File: config.mk
export PLATFORM = sky130hd
export DESIGN_NAME = mp_regfile
export DESIGN_NICKNAME = d
export VERILOG_FILES = /design/src/rtl/mp_regfile_pkg.sv /design/src/rtl/mp_regfile_scoreboard.sv /design/src/rtl/mp_regfile.sv
export SDC_FILE = /design/constraint.sdc
export NUM_CORES = 2
export LEC_CHECK = 0
export CAP_MARGIN = 40
export CORE_UTILIZATION = 40
export DETAILED_ROUTE_END_ITERATION = 10
export PLACE_DENSITY = 0.63
export RECOVER_POWER = 25
export SLEW_MARGIN = 15
export SYNTH_ARGS = -nofsm -noshare
export SYNTH_HDL_FRONTEND = slang
export SYNTH_SLANG_ARGS = --single-unit
File: constraint.sdc
create_clock -name clk -period 4.2 [get_ports clk]
set_clock_uncertainty 0.1 [all_clocks]
set_input_delay 0.84 -clock clk [delete_from_list [all_inputs] [get_ports clk]]
set_output_delay 0.84 -clock clk [all_outputs]
set_load 0.1 [all_outputs]
File: src/rtl/mp_regfile_pkg.sv
// Shared defaults for the multi-port register file: widths, port counts, zero-register index.
package mp_regfile_pkg;

    localparam int unsigned RF_DATA_W   = 32;
    localparam int unsigned RF_ADDR_W   = 5;
    localparam int unsigned RF_NUM_RD   = 2;
    localparam int unsigned RF_NUM_WR   = 2;
    localparam int unsigned RF_ZERO_REG = 0;

    // Number of architectural registers for a given address width.
    function automatic int unsigned rf_depth(input int unsigned addr_w);
        return 32'(1) << addr_w;
    endfunction

endpackage

File: src/rtl/mp_regfile_scoreboard.sv
// Busy scoreboard: set at issue, cleared at writeback, set wins on collision.
// REGFILE_BYPASS_EN forwards this cycle's issue/writeback onto rd_busy.
module rf_scoreboard
    import mp_regfile_pkg::*;
#(
    parameter int unsigned ADDR_W = RF_ADDR_W,
    parameter int unsigned NUM_RD = RF_NUM_RD,
    parameter int unsigned NUM_WR = RF_NUM_WR
) (
    input  logic                     clk,
    input  logic                     reset,
    input  logic [NUM_RD*ADDR_W-1:0] rd_addr,
    input  logic [NUM_WR-1:0]        wr_en,
    input  logic [NUM_WR*ADDR_W-1:0] wr_addr,
    input  logic                     iss_en,
    input  logic [ADDR_W-1:0]        iss_addr,
    output logic [NUM_RD-1:0]        rd_busy,
    output logic                     any_busy
);

    localparam int unsigned DEPTH = rf_depth(ADDR_W);
    localparam logic [ADDR_W-1:0] ZERO_ADDR = ADDR_W'(RF_ZERO_REG);

    logic [DEPTH-1:0] busy_q;
    logic [DEPTH-1:0] busy_d;

    always_comb begin
        busy_d = busy_q;
        for (int unsigned w = 0; w < NUM_WR; w++) begin
            if (wr_en[w]) busy_d[wr_addr[w*ADDR_W +: ADDR_W]] = 1'b0;
        end
        // A newer producer issued this cycle outranks the writeback.
        if (iss_en && iss_addr != ZERO_ADDR) busy_d[iss_addr] = 1'b1;
        busy_d[ZERO_ADDR] = 1'b0;
    end

    always_ff @(posedge clk or negedge reset) begin
        if (!reset) busy_q <= '0;
        else        busy_q <= busy_d;
    end

    always_comb begin
        rd_busy = '0;
        for (int unsigned p = 0; p < NUM_RD; p++) begin
            rd_busy[p] = busy_q[rd_addr[p*ADDR_W +: ADDR_W]];
`ifdef REGFILE_BYPASS_EN
            if (reset && rd_addr[p*ADDR_W +: ADDR_W] != ZERO_ADDR) begin
                for (int unsigned w = 0; w < NUM_WR; w++) begin
                    if (wr_en[w] && wr_addr[w*ADDR_W +: ADDR_W] == rd_addr[p*ADDR_W +: ADDR_W])
                        rd_busy[p] = 1'b0;
                end
                if (iss_en && iss_addr == rd_addr[p*ADDR_W +: ADDR_W]) rd_busy[p] = 1'b1;
            end
`endif
        end
    end

    assign any_busy = |busy_q;

endmodule

File: src/rtl/mp_regfile.sv
// Multi-port register file with r0 hardwired to zero, busy scoreboard and a debug read tap.
// REGFILE_BYPASS_EN enables same-cycle write-to-read forwarding on the read ports.
module mp_regfile
    import mp_regfile_pkg::*;
#(
    parameter int unsigned DATA_W = RF_DATA_W,
    parameter int unsigned ADDR_W = RF_ADDR_W,
    parameter int unsigned NUM_RD = RF_NUM_RD,
    parameter int unsigned NUM_WR = RF_NUM_WR
) (
    input  logic                     clk,
    input  logic                     reset,
    input  logic [NUM_RD*ADDR_W-1:0] rd_addr,
    output logic [NUM_RD*DATA_W-1:0] rd_data,
    output logic [NUM_RD-1:0]        rd_busy,
    input  logic [NUM_WR-1:0]        wr_en,
    input  logic [NUM_WR*ADDR_W-1:0] wr_addr,
    input  logic [NUM_WR*DATA_W-1:0] wr_data,
    input  logic                     iss_en,
    input  logic [ADDR_W-1:0]        iss_addr,
    output logic                     any_busy,
    input  logic [ADDR_W-1:0]        dbg_addr,
    output logic [DATA_W-1:0]        dbg_data
);

    localparam int unsigned DEPTH = rf_depth(ADDR_W);
    localparam logic [ADDR_W-1:0] ZERO_ADDR = ADDR_W'(RF_ZERO_REG);

    logic [DATA_W-1:0] mem_q [DEPTH];
    logic [DATA_W-1:0] mem_d [DEPTH];

    // Ports applied in ascending order so the highest-index writer wins.
    always_comb begin
        mem_d = mem_q;
        for (int unsigned w = 0; w < NUM_WR; w++) begin
            if (wr_en[w] && wr_addr[w*ADDR_W +: ADDR_W] != ZERO_ADDR)
                mem_d[wr_addr[w*ADDR_W +: ADDR_W]] = wr_data[w*DATA_W +: DATA_W];
        end
    end

    always_ff @(posedge clk or negedge reset) begin
        if (!reset) begin
            for (int unsigned i = 0; i < DEPTH; i++) mem_q[i] <= '0;
        end else begin
            mem_q <= mem_d;
        end
    end

    always_comb begin
        rd_data = '0;
        for (int unsigned p = 0; p < NUM_RD; p++) begin
            if (rd_addr[p*ADDR_W +: ADDR_W] != ZERO_ADDR)
                rd_data[p*DATA_W +: DATA_W] = mem_q[rd_addr[p*ADDR_W +: ADDR_W]];
`ifdef REGFILE_BYPASS_EN
            if (reset && rd_addr[p*ADDR_W +: ADDR_W] != ZERO_ADDR) begin
                for (int unsigned w = 0; w < NUM_WR; w++) begin
                    if (wr_en[w] && wr_addr[w*ADDR_W +: ADDR_W] == rd_addr[p*ADDR_W +: ADDR_W])
                        rd_data[p*DATA_W +: DATA_W] = wr_data[w*DATA_W +: DATA_W];
                end
            end
`endif
        end
    end

    // Debug tap always shows the stored value, never forwarded data.
    assign dbg_data = (dbg_addr == ZERO_ADDR) ? '0 : mem_q[dbg_addr];

    rf_scoreboard #(
        .ADDR_W (ADDR_W),
        .NUM_RD (NUM_RD),
        .NUM_WR (NUM_WR)
    ) u_scoreboard (
        .clk      (clk),
        .reset    (reset),
        .rd_addr  (rd_addr),
        .wr_en    (wr_en),
        .wr_addr  (wr_addr),
        .iss_en   (iss_en),
        .iss_addr (iss_addr),
        .rd_busy  (rd_busy),
        .any_busy (any_busy)
    );

endmodule
Word-level counts from Yosys, hierarchy flattened. Cells that the tools add are included.

Input bits: 99. Output and inout bits: 99. Bits in registers: 1055. Word-level logic and storage cells: 106.

Multiplexer cells: 33. Bitwise logic cells: 10. Reductions and logical operators: 15. $lt $le $gt $ge: 15.

Operators by type and width (count): $bwmux W1024 (2); $mux W1024 (2); $bmux W32 S5 (3); $mux W32 (14); $demux W32 S5 (2); $and A32 B32 Y32 (2); $not A32 Y32 (2); $or A32 B32 Y32 (1); $reduce_or A31 Y1 (1); $ge A6 B6 Y1 const B (5); $lt A5 B6 Y1 const B (5); $not A5 Y6 (5); $reduce_bool A5 Y1 (5); $demux W1 S5 (3); $ge A5 B1 Y1 const B (3); $lt A6 B1 Y1 const B (2); $bmux W1 S5 (2); $logic_and A1 B1 Y1 (8); $logic_not A5 Y1 (1); $mux W1 (5).

Logic depth before layout (Yosys ltp).
Word-level depth: 11. Mapped depth: 8. Mapped depth without buffers: 4.

Modules after synthesis. Synthesis repeated with hierarchy kept, for this count alone.

Cell total of the unflattened synthesis: 6917. Area total of the unflattened synthesis: 73818.3 um^2.

By module, submodules not included: mp_regfile (area each 71443.5 um^2, cells each 6670, seq. area each 25624.6 um^2, times used 1); rf_scoreboard (area each 2374.8 um^2, cells each 247, seq. area each 775.7 um^2, times used 1).

Worst setup path after synthesis. No wires, ideal clock.

Path kind: input to output. Start: input rd_addr[1]. End: output rd_data[29]. Slack: -1234 ps. Data arrival time: 4494 ps. Data required time: 3260 ps. Path buffers: 4. Cell stages on the path: 8. Cell sequence: buf_2 buf_2 buf_4 nor2_1 buf_2 a221oi_1 o21ai_0 a311oi_1.

Longest elaborated chain between the ends: 5. Elaborated cells between the ends (all ways): 6. Classes of those cells: mux (4); bitwise (1); reduce/logical (1).

RTL lines: start: declaration (line mp_regfile.sv:13) `input logic [NUM_RD*ADDR_W-1:0] rd_addr,`; $not A5 Y6 (implied by the code) (line mp_regfile.sv:53) `rd_data[p*DATA_W +: DATA_W] = mem_q[rd_addr[p*ADDR_W +: ADDR_W]];`; $bmux W32 S5 (line mp_regfile.sv:53); $mux W32 (implied by the code) (2 in series) (line mp_regfile.sv:53); $mux W32 (*) (line mp_regfile.sv:52) `if (rd_addr[p*ADDR_W +: ADDR_W] != ZERO_ADDR)`; end: declaration (line mp_regfile.sv:14) `output logic [NUM_RD*DATA_W-1:0] rd_data,`.

Mark *: on every way between the ends. The rest lies on a longest branch, timed or not. The select of a mux whose other input is x is not followed.

Worst setup path in the final report.
Start: input rd_addr[1]. End: output rd_data[2].

The elaborated chain is that of the path after synthesis.

==> run summary <==
=================================================================================
Top cells by area in the synthesized netlist                         dfrtp_1, mux4_2, mux2i_1
Wire length of the first global-routing pass                            505000 um
CTS tree                                                                    built
Final cycle utilization of the critical path                                 1.01
Worst-Skew Late Latency                                                   0.84 ns
Number of synthesized flops with an enable pin                                  0
Filler cell count in the final layout                                       15.8k
Post-CTS setup repair buffer count                                              0
Number of buffers created by CTS                                              117
Number of buffer and inverter instances along the worst setup path              5
Type of the tightest min-delay check                                 flop to flop
Wire length per cell after detailed routing                               38.3 um
Smallest hold slack                                                      0.318 ns
Tightest slew margin relative to the limit                                  -1.02
Final critical delay including setup and external delays                  4.25 ns
Clock transition at the registers of the reported paths                   0.06 ns
Global-route total usage across every layer                                 0.386
Worst-case clock buffer depth                                                   3
Worst Path Required                                                       3.26 ns
Antenna violations before repair                                               31
Warning count from the yosys run                                                0
Remaining routing DRC violations                                                0
Transition at the pin with the smallest max-transition slack              3.03 ns
Finished Layout Cells                                                        9477
Cell area after layout                                                 88200 um^2
Post-placement cell area                                               84200 um^2
Setup WS post-layout                                                   -0.0518 ns
RD Place Congestion                                                         0.999
Iter 0 DRT Violations                                                       11.4k
Cells along the critical path                                        buf_8, buf_12, nor2_4, buf_4, a221oi_1, o21ai_0, a311oi_4, buf_4, buf_12
Height of the die                                                          430 um
Horizontal extent of the die                                               430 um
Data arrival, critical path                                               3.31 ns
Run status                                                           complete, but fails checks
Final setup violation count                                                     3
Register area share after synthesis                                         0.361
Number of cells after detailed placement                                     9232
CORE AREA                                                             181000 um^2
Final ANT Viol Nets                                                             0
Area added between synthesis and finish                                     20.6%
Family with the most delay on the worst path                         compound AO/OA/AOI/OAI gates
Power per unit of standard cell area                                  463 nW/um^2
Row Count                                                                     156
Number of unique standard cell types used by synthesis                         48
Post-synthesis async set-or-reset flop share                                 1.00
Leakage power                                                           0.0375 uW
Highest clock rate                                                        235 MHz
Summed instance area of the synthesized netlist                        73100 um^2
Startpoint-to-endpoint class of the critical path                    input pin to output port
Final HPWL DP                                                           233000 um
Clock sink count                                                             1055
Synthesized area divided by synthesized cell count                      10.5 um^2
Layout net count                                                             7082
Nature of the critical path endpoint                                  output port
Final hold violation count                                                      0
Most instantiated flip-flop cell in the synthesis netlist                 dfrtp_1
Share of layout cells above drive strength 1                                0.261
Proportion of netlist area held by the largest area contributor             0.361
Via count of the first global-routing pass                                  63.9k
# H-tree levels                                                                 3
Cell at the root of the clock tree                                      clkbuf_16
Worst Setup Start Kind                                                  input pin
Starting density of the core                                                0.404
Util after Layout                                                           0.487
Total Routed Length                                                     363000 um
Synthesized netlist cell count                                               6983
Setup repair after global routing missed its margin                            no
Hold_buf cts                                                                    0
Sum of overflow across all layers after global routing                          0
Net count of the mapped netlist                                              7082
Maximum vdd drop                                                         0.342 mV
Die Outline Area                                                      185000 um^2
Via count normalized by instance count                                       7.14
Maximum number of pins on one net before global-route repair                   99
Slowest stage delay, CP                                                   0.66 ns
Total iterations of the first detailed-routing run                              9
Synthesized flop and latch total                                             1055
CP max stage cell                                                        a311oi_4
Number of top-level design ports                                              198
Overall via count from detail_route                                         67.7k
Max-capacitance violation count                                                 1
Aggregate negative setup slack                                          -0.109 ns
Largest driver fanout on the critical path                                     16
Violated checks                                                      capacitance limit, slew limit, setup timing
Max-slew violations                                                            69
Count of input and output buffers                                             197
Dominant cell type by area after synthesis                                dfrtp_1
=================================================================================
[flip-flops by register name, indices dropped and copies added, names as in the netlist]
register	flops
mem_q	1024
u_scoreboard.busy_q	31
[per-layer routing]
| metal | track usage | up-vias | wire length [um] |
|---|---|---|---|
| li1 | - | 26300 | - |
| met1 | 0.475 | 33400 | 123000 |
| met2 | 0.530 | 6219 | 147000 |
| met3 | 0.152 | 1767 | 55200 |
| met4 | 0.322 | 23 | 37400 |
| met5 | 0.00182 | - | 183 |
[final timing paths]
path | start | end | slack, ns | cells after the start
max in group asynchronous | reset | mem_q[142] | 0.53 | 2
worst max register to register | mem_q[648] | mem_q[648] | 3.18 | 2
worst min-delay path | mem_q[1012] | mem_q[1012] | 0.32 | 0
min in group asynchronous | reset | mem_q[929] | 0.91 | 1
worst max-delay path | rd_addr[1] | rd_data[2] | -0.05 | 9
worst min register to register | mem_q[1012] | mem_q[1012] | 0.32 | 0
[cells in the final DEF (no fill, tap or decap), types with 120 or more instances in the layout]
cell,instances
mux4_2,690
a22oi_1,177
nand2_1,828
buf_4,371
a31oi_1,144
dfrtp_1,1055
a21oi_1,369
nor2_1,540
clkbuf_16,120
mux2i_1,921
buf_12,258
o21ai_0,632
[timing repair]
item | CTS | global route
endpoints found under the hold margin | 0 | 0
setup endpoints to repair | 1 | 4
pin swaps | 1 | 1
gates resized for setup | 1 | 5
[report_power, final]
group          leakage [uW]  switching (uW)  internal [uW]
Combinational        0.0226            6970           6920
Clock               0.00198            4800           6390
Sequential           0.0130            2990          12800
[synth_stat cells, types with 98 or more instances]
cell and number:
nand2_1 849, nor2b_1 106, nor2_1 566, mux2i_1 921, a21oi_1 369, o21ai_0 632
dfrtp_1 1055, buf_2 232, clkbuf_1 600, mux4_2 690, a31oi_1 144, a22oi_1 177
mux2_2 98
[area by class of cell]
type                            count  area (um^2)  area share
Timing Repair Buffer              762         9380       0.106
Sequential cell                  1055        26400       0.299
Clock buffer                      172         3490      0.0395
Tap cell                         2370         2970      0.0336
Inverter                           10         45.0    0.000511
Antenna cell                       27         67.6    0.000766
Multi-Input combinational cell   5037        45300       0.514
Clock inverter                     44          539     0.00611
[per-stage QoR]
step	power [uW]	worst slack, ns
finish	40800	-0.0518
global route	42100	0.00432
CTS	40400	0.0121
detailed placement	29300	-0.0155
global placement	28800	0.0134
floorplan	24400	0.216
[logic make-up (layout without fill, tap and decap cells)]
family	count (synthesis)	count (layout)	share of synthesized area
AND/OR/NAND/NOR	1618	1618	0.0910
buffers and inverters	891	988	0.0509
flip-flops	1055	1055	0.361
AO/OA/AOI/OAI	1710	1710	0.144
other	0	27	0
multiplexers	1709	1709	0.354
(Power assumes the default switching activity.)
